### config.mk
export PLATFORM = sky130hd
export DESIGN_NAME = mult_display_ctrl
export DESIGN_NICKNAME = d
export VERILOG_FILES = /design/src/rtl/mult_display_ctrl.sv
export SDC_FILE = /design/constraint.sdc
export NUM_CORES = 1
export LEC_CHECK = 0
export ABC_AREA = 1
export BUFFER_PORTS_ARGS = -buffer_cell sky130_fd_sc_hd__buf_2
export CELL_PAD_IN_SITES_DETAIL_PLACEMENT = 1
export CELL_PAD_IN_SITES_GLOBAL_PLACEMENT = 1
export CORE_ASPECT_RATIO = 0.9
export CORE_MARGIN = 3
export CORE_UTILIZATION = 47
export CTS_CLUSTER_DIAMETER = 50
export CTS_CLUSTER_SIZE = 25
export DETAILED_ROUTE_END_ITERATION = 6
export PLACE_DENSITY = 0.87
export SETUP_SLACK_MARGIN = 0.4
export SYNTH_ARGS = -nofsm -noshare
export SYNTH_HDL_FRONTEND = slang
export SYNTH_SLANG_ARGS = --single-unit
### constraint.sdc
create_clock -name clk -period 4.35 [get_ports clk]
set_input_delay 0.2175 -clock clk [delete_from_list [all_inputs] [get_ports clk]]
set_output_delay 0.2175 -clock clk [all_outputs]
set_load 0.005 [all_outputs]
### src/rtl/mult_display_ctrl.sv
// -----------------------------------------------------------------------------
// mult_display_ctrl
//
// Time-multiplexed 4-digit, 7-segment hex display driver for a 16-bit
// multiplier product. A load strobe captures the product and starts (or
// restarts) a continuous scan: each digit is enabled for REFRESH_DIV clock
// cycles, least-significant nibble first. Leading zeros above digit 0 are
// suppressed, and a registered blank request dark-blanks the display without
// disturbing the scan timing.
//
// Parameters
//   REFRESH_DIV : clock cycles each digit is held (1..65535)
//
// Ports
//   clk        : single clock, rising edge
//   reset_a    : asynchronous active-low reset
//   load       : one-cycle strobe, captures data_in and restarts the scan
//   data_in    : 16-bit product to display
//   blank_en   : blank request (takes effect one cycle later)
//   digit_sel  : one-hot active-high digit enable, bit 0 = LS nibble
//   seg        : {a,b,c,d,e,f,g}, active-high
//   frame_done : one-cycle pulse when the scan wraps from digit 3 to digit 0
//   scanning   : high while scanning
//
// All outputs are registers; they are loaded from the next-state values so
// that the digit belonging to a state is visible in the same cycle the state
// is.
// -----------------------------------------------------------------------------
module mult_display_ctrl #(
  parameter int unsigned REFRESH_DIV = 4
) (
  input  logic        clk,
  input  logic        reset_a,
  input  logic        load,
  input  logic [15:0] data_in,
  input  logic        blank_en,
  output logic [3:0]  digit_sel,
  output logic [6:0]  seg,
  output logic        frame_done,
  output logic        scanning
);

  localparam logic [15:0] PRESC_LAST = 16'(REFRESH_DIV - 1);

  typedef enum logic {
    IDLE = 1'b0,
    SCAN = 1'b1
  } state_t;

  state_t      state_q, state_d;
  logic [15:0] data_q,  data_d;
  logic [1:0]  idx_q,   idx_d;
  logic [15:0] presc_q, presc_d;
  logic        blank_q;
  logic        wrap_d;
  logic [3:0]  sel_d;
  logic [6:0]  seg_d;

  // Hex to seven-segment, {a,b,c,d,e,f,g}, active-high.
  function automatic logic [6:0] hex7(input logic [3:0] nib);
    logic [6:0] s;
    case (nib)
      4'h0:    s = 7'h7E;
      4'h1:    s = 7'h30;
      4'h2:    s = 7'h6D;
      4'h3:    s = 7'h79;
      4'h4:    s = 7'h33;
      4'h5:    s = 7'h5B;
      4'h6:    s = 7'h5F;
      4'h7:    s = 7'h70;
      4'h8:    s = 7'h7F;
      4'h9:    s = 7'h7B;
      4'hA:    s = 7'h77;
      4'hB:    s = 7'h1F;
      4'hC:    s = 7'h4E;
      4'hD:    s = 7'h3D;
      4'hE:    s = 7'h4F;
      default: s = 7'h47;
    endcase
    return s;
  endfunction

  function automatic logic [3:0] onehot(input logic [1:0] idx);
    return 4'b0001 << idx;
  endfunction

  function automatic logic [3:0] nibble_of(input logic [15:0] d, input logic [1:0] idx);
    return d[{idx, 2'b00} +: 4];
  endfunction

  // A digit above 0 is a leading zero when it and every higher nibble are 0.
  function automatic logic is_leading_zero(input logic [15:0] d, input logic [1:0] idx);
    logic z;
    case (idx)
      2'd1:    z = (d[15:4]  == 12'h000);
      2'd2:    z = (d[15:8]  == 8'h00);
      2'd3:    z = (d[15:12] == 4'h0);
      default: z = 1'b0;
    endcase
    return z;
  endfunction

  // Next-state logic: load has priority in either state and restarts the
  // scan; in SCAN the prescaler paces digit advance.
  always_comb begin
    state_d = state_q;
    data_d  = data_q;
    idx_d   = idx_q;
    presc_d = presc_q;
    wrap_d  = 1'b0;
    if (load) begin
      state_d = SCAN;
      data_d  = data_in;
      idx_d   = 2'd0;
      presc_d = 16'd0;
    end else if (state_q == SCAN) begin
      if (presc_q == PRESC_LAST) begin
        presc_d = 16'd0;
        idx_d   = idx_q + 2'd1;
        wrap_d  = (idx_q == 2'd3);
      end else begin
        presc_d = presc_q + 16'd1;
      end
    end
  end

  // Display decode from the next state; blank_en here becomes blank_q at the
  // same edge, so blanking lines up exactly with blank_q being high.
  always_comb begin
    sel_d = 4'b0000;
    seg_d = 7'h00;
    if (state_d == SCAN && !blank_en) begin
      sel_d = onehot(idx_d);
      if (!is_leading_zero(data_d, idx_d))
        seg_d = hex7(nibble_of(data_d, idx_d));
    end
  end

  // ---- state / output register stage ----
  always_ff @(posedge clk or negedge reset_a) begin
    if (!reset_a) begin
      state_q    <= IDLE;
      data_q     <= 16'h0000;
      idx_q      <= 2'd0;
      presc_q    <= 16'd0;
      blank_q    <= 1'b0;
      digit_sel  <= 4'b0000;
      seg        <= 7'h00;
      frame_done <= 1'b0;
      scanning   <= 1'b0;
    end else begin
      state_q    <= state_d;
      data_q     <= data_d;
      idx_q      <= idx_d;
      presc_q    <= presc_d;
      blank_q    <= blank_en;
      digit_sel  <= sel_d;
      seg        <= seg_d;
      frame_done <= wrap_d;
      scanning   <= (state_d == SCAN);
    end
  end

endmodule

Word-level counts from Yosys, hierarchy flattened
Memory sizes are Yosys's and may differ from the RTL's.
Cells that the tools add are included.
{ "word_totals": {"register_bits": 47, "out_inout_bits": 13, "mem_count": 1, "in_bits": 20, "latchBits": 0, "romBits": 112, "elab_cells": 39, "ram_bits": 0} }
{ "classes": {"addsub": 2, "n_reduce_logical": 6, "bitwise_logic": 0, "shift": 2, "n_div": 0, "mul": 0, "n_eq_ne": 5, "n_mux": 16, "order_cmp": 0} }
{ "mem_list": {"columns": ["name", "words", "width", "read_ports", "rd_clocked_by_memory_dff", "write_ports", "line", "rtl"], "rows": [
  ["(no name shown)", 16, 7, 1, 0, 0, "62", "case (nib)"]
]} }
{ "ops": {"columns": ["op", "count"], "rows": [
  ["16-bit 2-to-1 mux", 4],
  ["16-bit by 1-bit adder with 16-bit output, second input constant", 1],
  ["16-bit by 2-bit equality test with 1-bit output, second input constant", 1],
  ["16-bit by 5-bit indexed part select with 4-bit output", 1],
  ["7-bit 2-to-1 mux", 2],
  ["12-bit logical NOT", 1],
  ["8-bit logical NOT", 1],
  ["2-bit equality test, second input constant", 3],
  ["2-bit 2-to-1 mux", 3],
  ["1-bit 2-to-1 mux", 5],
  ["4-bit logical NOT", 1],
  ["4-bit 2-to-1 mux", 1],
  ["1-bit by 2-bit << shifter with 4-bit output, first input constant", 1],
  ["1-bit one-hot mux with 3 select lines", 1],
  ["2-bit by 1-bit adder with 2-bit output, second input constant", 1],
  ["2-bit by 1-bit equality test with 1-bit output, second input constant", 1],
  ["2-bit nonzero test", 1],
  ["1-bit logical AND", 1],
  ["1-bit logical NOT", 1]
]} }

Depth between registers and ports, before layout
{ "depth": {"ltp_word": 9, "mapped_depth": 20, "ltp_nobuf": 19} }

Worst setup path after synthesis
No wires, ideal clock.
{ "synth_timing": {"path_type": "reg-to-reg", "start": "register presc_q[0]", "end": "register seg[3]", "stages_incl_launch_ff": 18, "synth_period_minus_slack_ns": 2.153, "setup_time_ns": 0.119, "slack_ns": 2.197, "arrival_ns": 2.034, "required_time_ns": 4.231, "cell_sequence": "dfrtp_1 -> ha_1 -> inv_1 -> nor2_2 -> nand2_1 -> nor2_4 -> nand3_2 -> nand2_2 -> nand3_4 -> buf_6 -> nand3_1 -> nand2_2 -> nor2_4 -> ha_1 -> nand2_1 -> nand3_1 -> nand2_1 -> nor2_1"} }
{ "synth_between": {"elab_chain_cells": 9} }
{ "synth_lines": {"columns": ["item", "line", "rtl"], "rows": [
  ["start: declaration", "53", "logic [15:0] presc_q, presc_d;"],
  ["start signal: assignment", "155", "presc_q <= presc_d;"],
  ["16-bit by 2-bit equality test with 1-bit output (*)", "117", "if (presc_q == PRESC_LAST) begin"],
  ["2-bit 2-to-1 mux (*)", "117", null],
  ["2-bit 2-to-1 mux (*)", "116", "end else if (state_q == SCAN) begin"],
  ["2-bit 2-to-1 mux (*)", "111", "if (load) begin"],
  ["parallel branches: the longest is 3 deep, another holds memory 16 x 7 bit", null, null],
  ["7-bit 2-to-1 mux (*)", "134", "if (!is_leading_zero(data_d, idx_d))"],
  ["7-bit 2-to-1 mux (*)", "132", "if (state_d == SCAN && !blank_en) begin"],
  ["named net seg_d[3]", "57", "logic [6:0] seg_d;"],
  ["end signal: assignment", "158", "seg <= seg_d;"],
  ["end: declaration", "38", "output logic [6:0] seg,"]
]} }
Mark *: on every way through the listed nets, which the timed path passes. The select of a mux whose other input is x is not followed.
A chain may end at the register's enable or synchronous reset.

Worst setup path in the final report
{ "layout_timing": {"start": "register presc_q[0]", "end": "register seg[0]"} }
The elaborated chain is that of the path after synthesis.

==> impl_results.md <==
- DRT antenna net count: 0
- Final hold viol count: 0
- DP Wirelength: 5359 um
- Most numerous cell on the critical path: nand2_1
- Actual slew at the worst max-slew pin: 1.031 ns
- Area of the multi-input gates: 0.001478 sq mm
- Tcrit/Tclk final: 62.58%
- Worst-skew pair later-pin latency: 0.30 ns
- CTS Sinks: 47
- DIE HEIGHT: 80.43 um
- CTS tree: yes
- Ys flop type: dfrtp_1
- Lkg Pwr: 1.561 nW
- Vias in the first global route: 2515
- Syn_nets: 389
- FF-to-FF Start: presc_q[0]
- Ant diodes: 0
- Clock Root Buffer: clkbuf_8
- Commonest non-fill, non-tap cell in the layout: nand2_1
- Num CTS Buffers: 5
- RSZ-0062 raised after global routing: no
- Mean post-synth cell area: 8.013 sq um
- PortBufs: 32
- Power per cell area: 311.3 mW/mm^2
- EDFF count, synth: 0
- Peak Freq: 0.3674 GHz
- Pin count of the biggest net entering global routing: 48
- Status: finished clean
- Most frequent cells in the layout: nand2_1, dfrtp_1, nor2_1
- Total grt overflow: 0
- CP Launch Type: flop
- Share of cells above drive strength 1: 23.79%
- Cell Rows: 26
- Vias: 2435
- Tot GR Track Use: 22.26%
- Num ports: 33
- Final Slew Violations: 0
- Fin Setup TNS: 0 ns
- Critical-path cell list: ha_1, inv_1, nor2_2, nand2_1, nor2_4, nand3_2, nand2_1, nand3_2, nand3_1, nand2_1, nor2_4, inv_1, ha_1, nand2_1, nand2_1, nand2_1, nand2_1, inv_1
- Crit. End Element: flop
- Final WS setup: 1.628 ns
- Mapped cell area: 0.002893 sq mm
- Gpl congestion: 0.9054
- YS warnings: 0
- Fillcell total: 753
- Hold Crit Class: in -> async
- Critical path class: reg -> reg
- Die Wd: 88.70 um
- VDD IR-drop max: 0.1368 mV
- Vias/cell: 5.282
- Initial antenna violation count: 0
- Sequential-to-total area share from yosys stat: 40.66%
- Reg-to-reg endpoint: seg[0]
- Nets: 418
- Worst-path clk slew: 0.09 ns
- Number of gates resized after cts: 0
- Worst Reg-to-Reg Cells: 18
- Worst Path Max Fanout: 13
- Slowest Stage Delay on Critical Path: 0.40 ns
- Clock Path Buffers: 2
- Final setup viols: 0
- DRT Wirelength: 7125 um
- Worst endpoint data arrival time: 2.97 ns
- R2R setup slack: 1.63 ns
- Tmin final: 2.722 ns
- Global-route wire length before repair: 12340 um
- DRT Pass-1 Iters: 4
- Maxcap violations: 0
- Post-CTS setup buffers: 0
- Worst Skew: 0.002765 ns
- Design Power: 985.9 uW
- DRT iter0 DRCs: 113
- Area of the core: 0.005823 sq mm
- Seq cells post-synth: 47
- Count of cell types in the netlist: 39
- Data required, critical path: 4.60 ns
- Place WS: 1.672 ns
- Clock H-tree levels: 2
- Hold Buf Count CTS: 0
- Layout area overhead: 9.472%
- Die Area: 0.007133 sq mm
- Mapped Cells: 361
- Initial Util: 49.68%
- Slew HR: 31.28%
- Asr flop ratio synth: 100.0%
- Post-route DRC: 0
- Worst path slowest cell: dfrtp_1
- WL/cell: 15.46 um
- Hold Slack: 0.09365 ns
- Register Area: 0.001176 sq mm
[sequential cells by signal, summed over array words and instances, names as in the netlist]
| register | flops |
|---|---|
| data_q | 16 |
| idx_q | 2 |
| frame_done | 1 |
| digit_sel | 4 |
| state_q | 1 |
| seg | 7 |
| presc_q | 16 |
[cell usage after synthesis (4+ instances only)]
master,number,area share [%]
nor2_2,5,1.1
nand3_2,12,4.2
nand3_1,28,4.8
nand2_1,75,9.7
nand2_2,14,3.0
a21oi_1,9,1.6
o21ai_0,11,1.9
inv_1,38,4.9
nor2_4,7,2.7
nor2_1,39,5.1
dfrtp_1,47,41
nand4_1,7,1.5
nor3_1,13,2.2
inv_2,6,0.78
ha_1,8,3.5
or2_1,7,1.5
buf_6,4,1.6
[through the flow]
step	area, sq um	instances	utilization, %
floorplan	2893	361	-
global placement	3067	453	52.66
detailed placement	3067	453	52.66
CTS	3167	461	54.38
global route	3167	461	54.38
finish	3167	461	54.38
[layout make-up]
cell class              instances  share of cell area [%]
inverters                      44                   5.215
flip-flops and latches         47                   37.14
clock buffers                   8                   3.161
repair buffers                 32                   5.057
multi-input cells             260                   46.66
well taps                      70                   2.766
[worst max-delay path by stage]
stage	startpoint	to	slack [ns]
after detailed placement	presc_q[0]	seg[1]	1.67
after CTS	presc_q[0]	seg[0]	1.64
after floorplan	presc_q[0]	seg[3]	2.20
after global routing	presc_q[0]	seg[6]	1.37
final	presc_q[0]	seg[0]	1.63
after global placement	presc_q[0]	seg[1]	1.84
[power by group]
group | internal (mW) | switching, mW
logic | 0.0733 | 0.144
registers | 0.465 | 0.0105
clock network | 0.145 | 0.148
[critical path: cells and delay by family (launching register included)]
family / cells / cell delay, ns
adders and majority gates: 2 / 0.42
buffers and inverters: 3 / 0.21
DFF: 1 / 0.40
and+or+nand+nor: 13 / 1.64
[layer usage]
layer | global-route usage [%] | up-vias | wire [um]
met1 | 32.73 | 1167 | 3569
met5 | 0 | - | 0
met2 | 33.53 | 46 | 3188
met4 | 6.949 | 0 | 97
met3 | 3.179 | 9 | 269
li1 | - | 1213 | -
[cells by family (layout without fill, tap and decap cells)]
kind of cell             count (synthesis)  after routing  share of synthesized area, %
AND/OR/NAND/NOR                        223            223                         41.65
buffers and inverters                   54             84                         8.261
flip-flops                              47             47                         40.66
AO/OA/AOI/OAI                           27             27                         5.363
adder cells (fa/ha/maj)                  8              8                         3.460
XOR/XNOR                                 2              2                        0.6056
No activity file was read; power rests on OpenSTA's default activity.
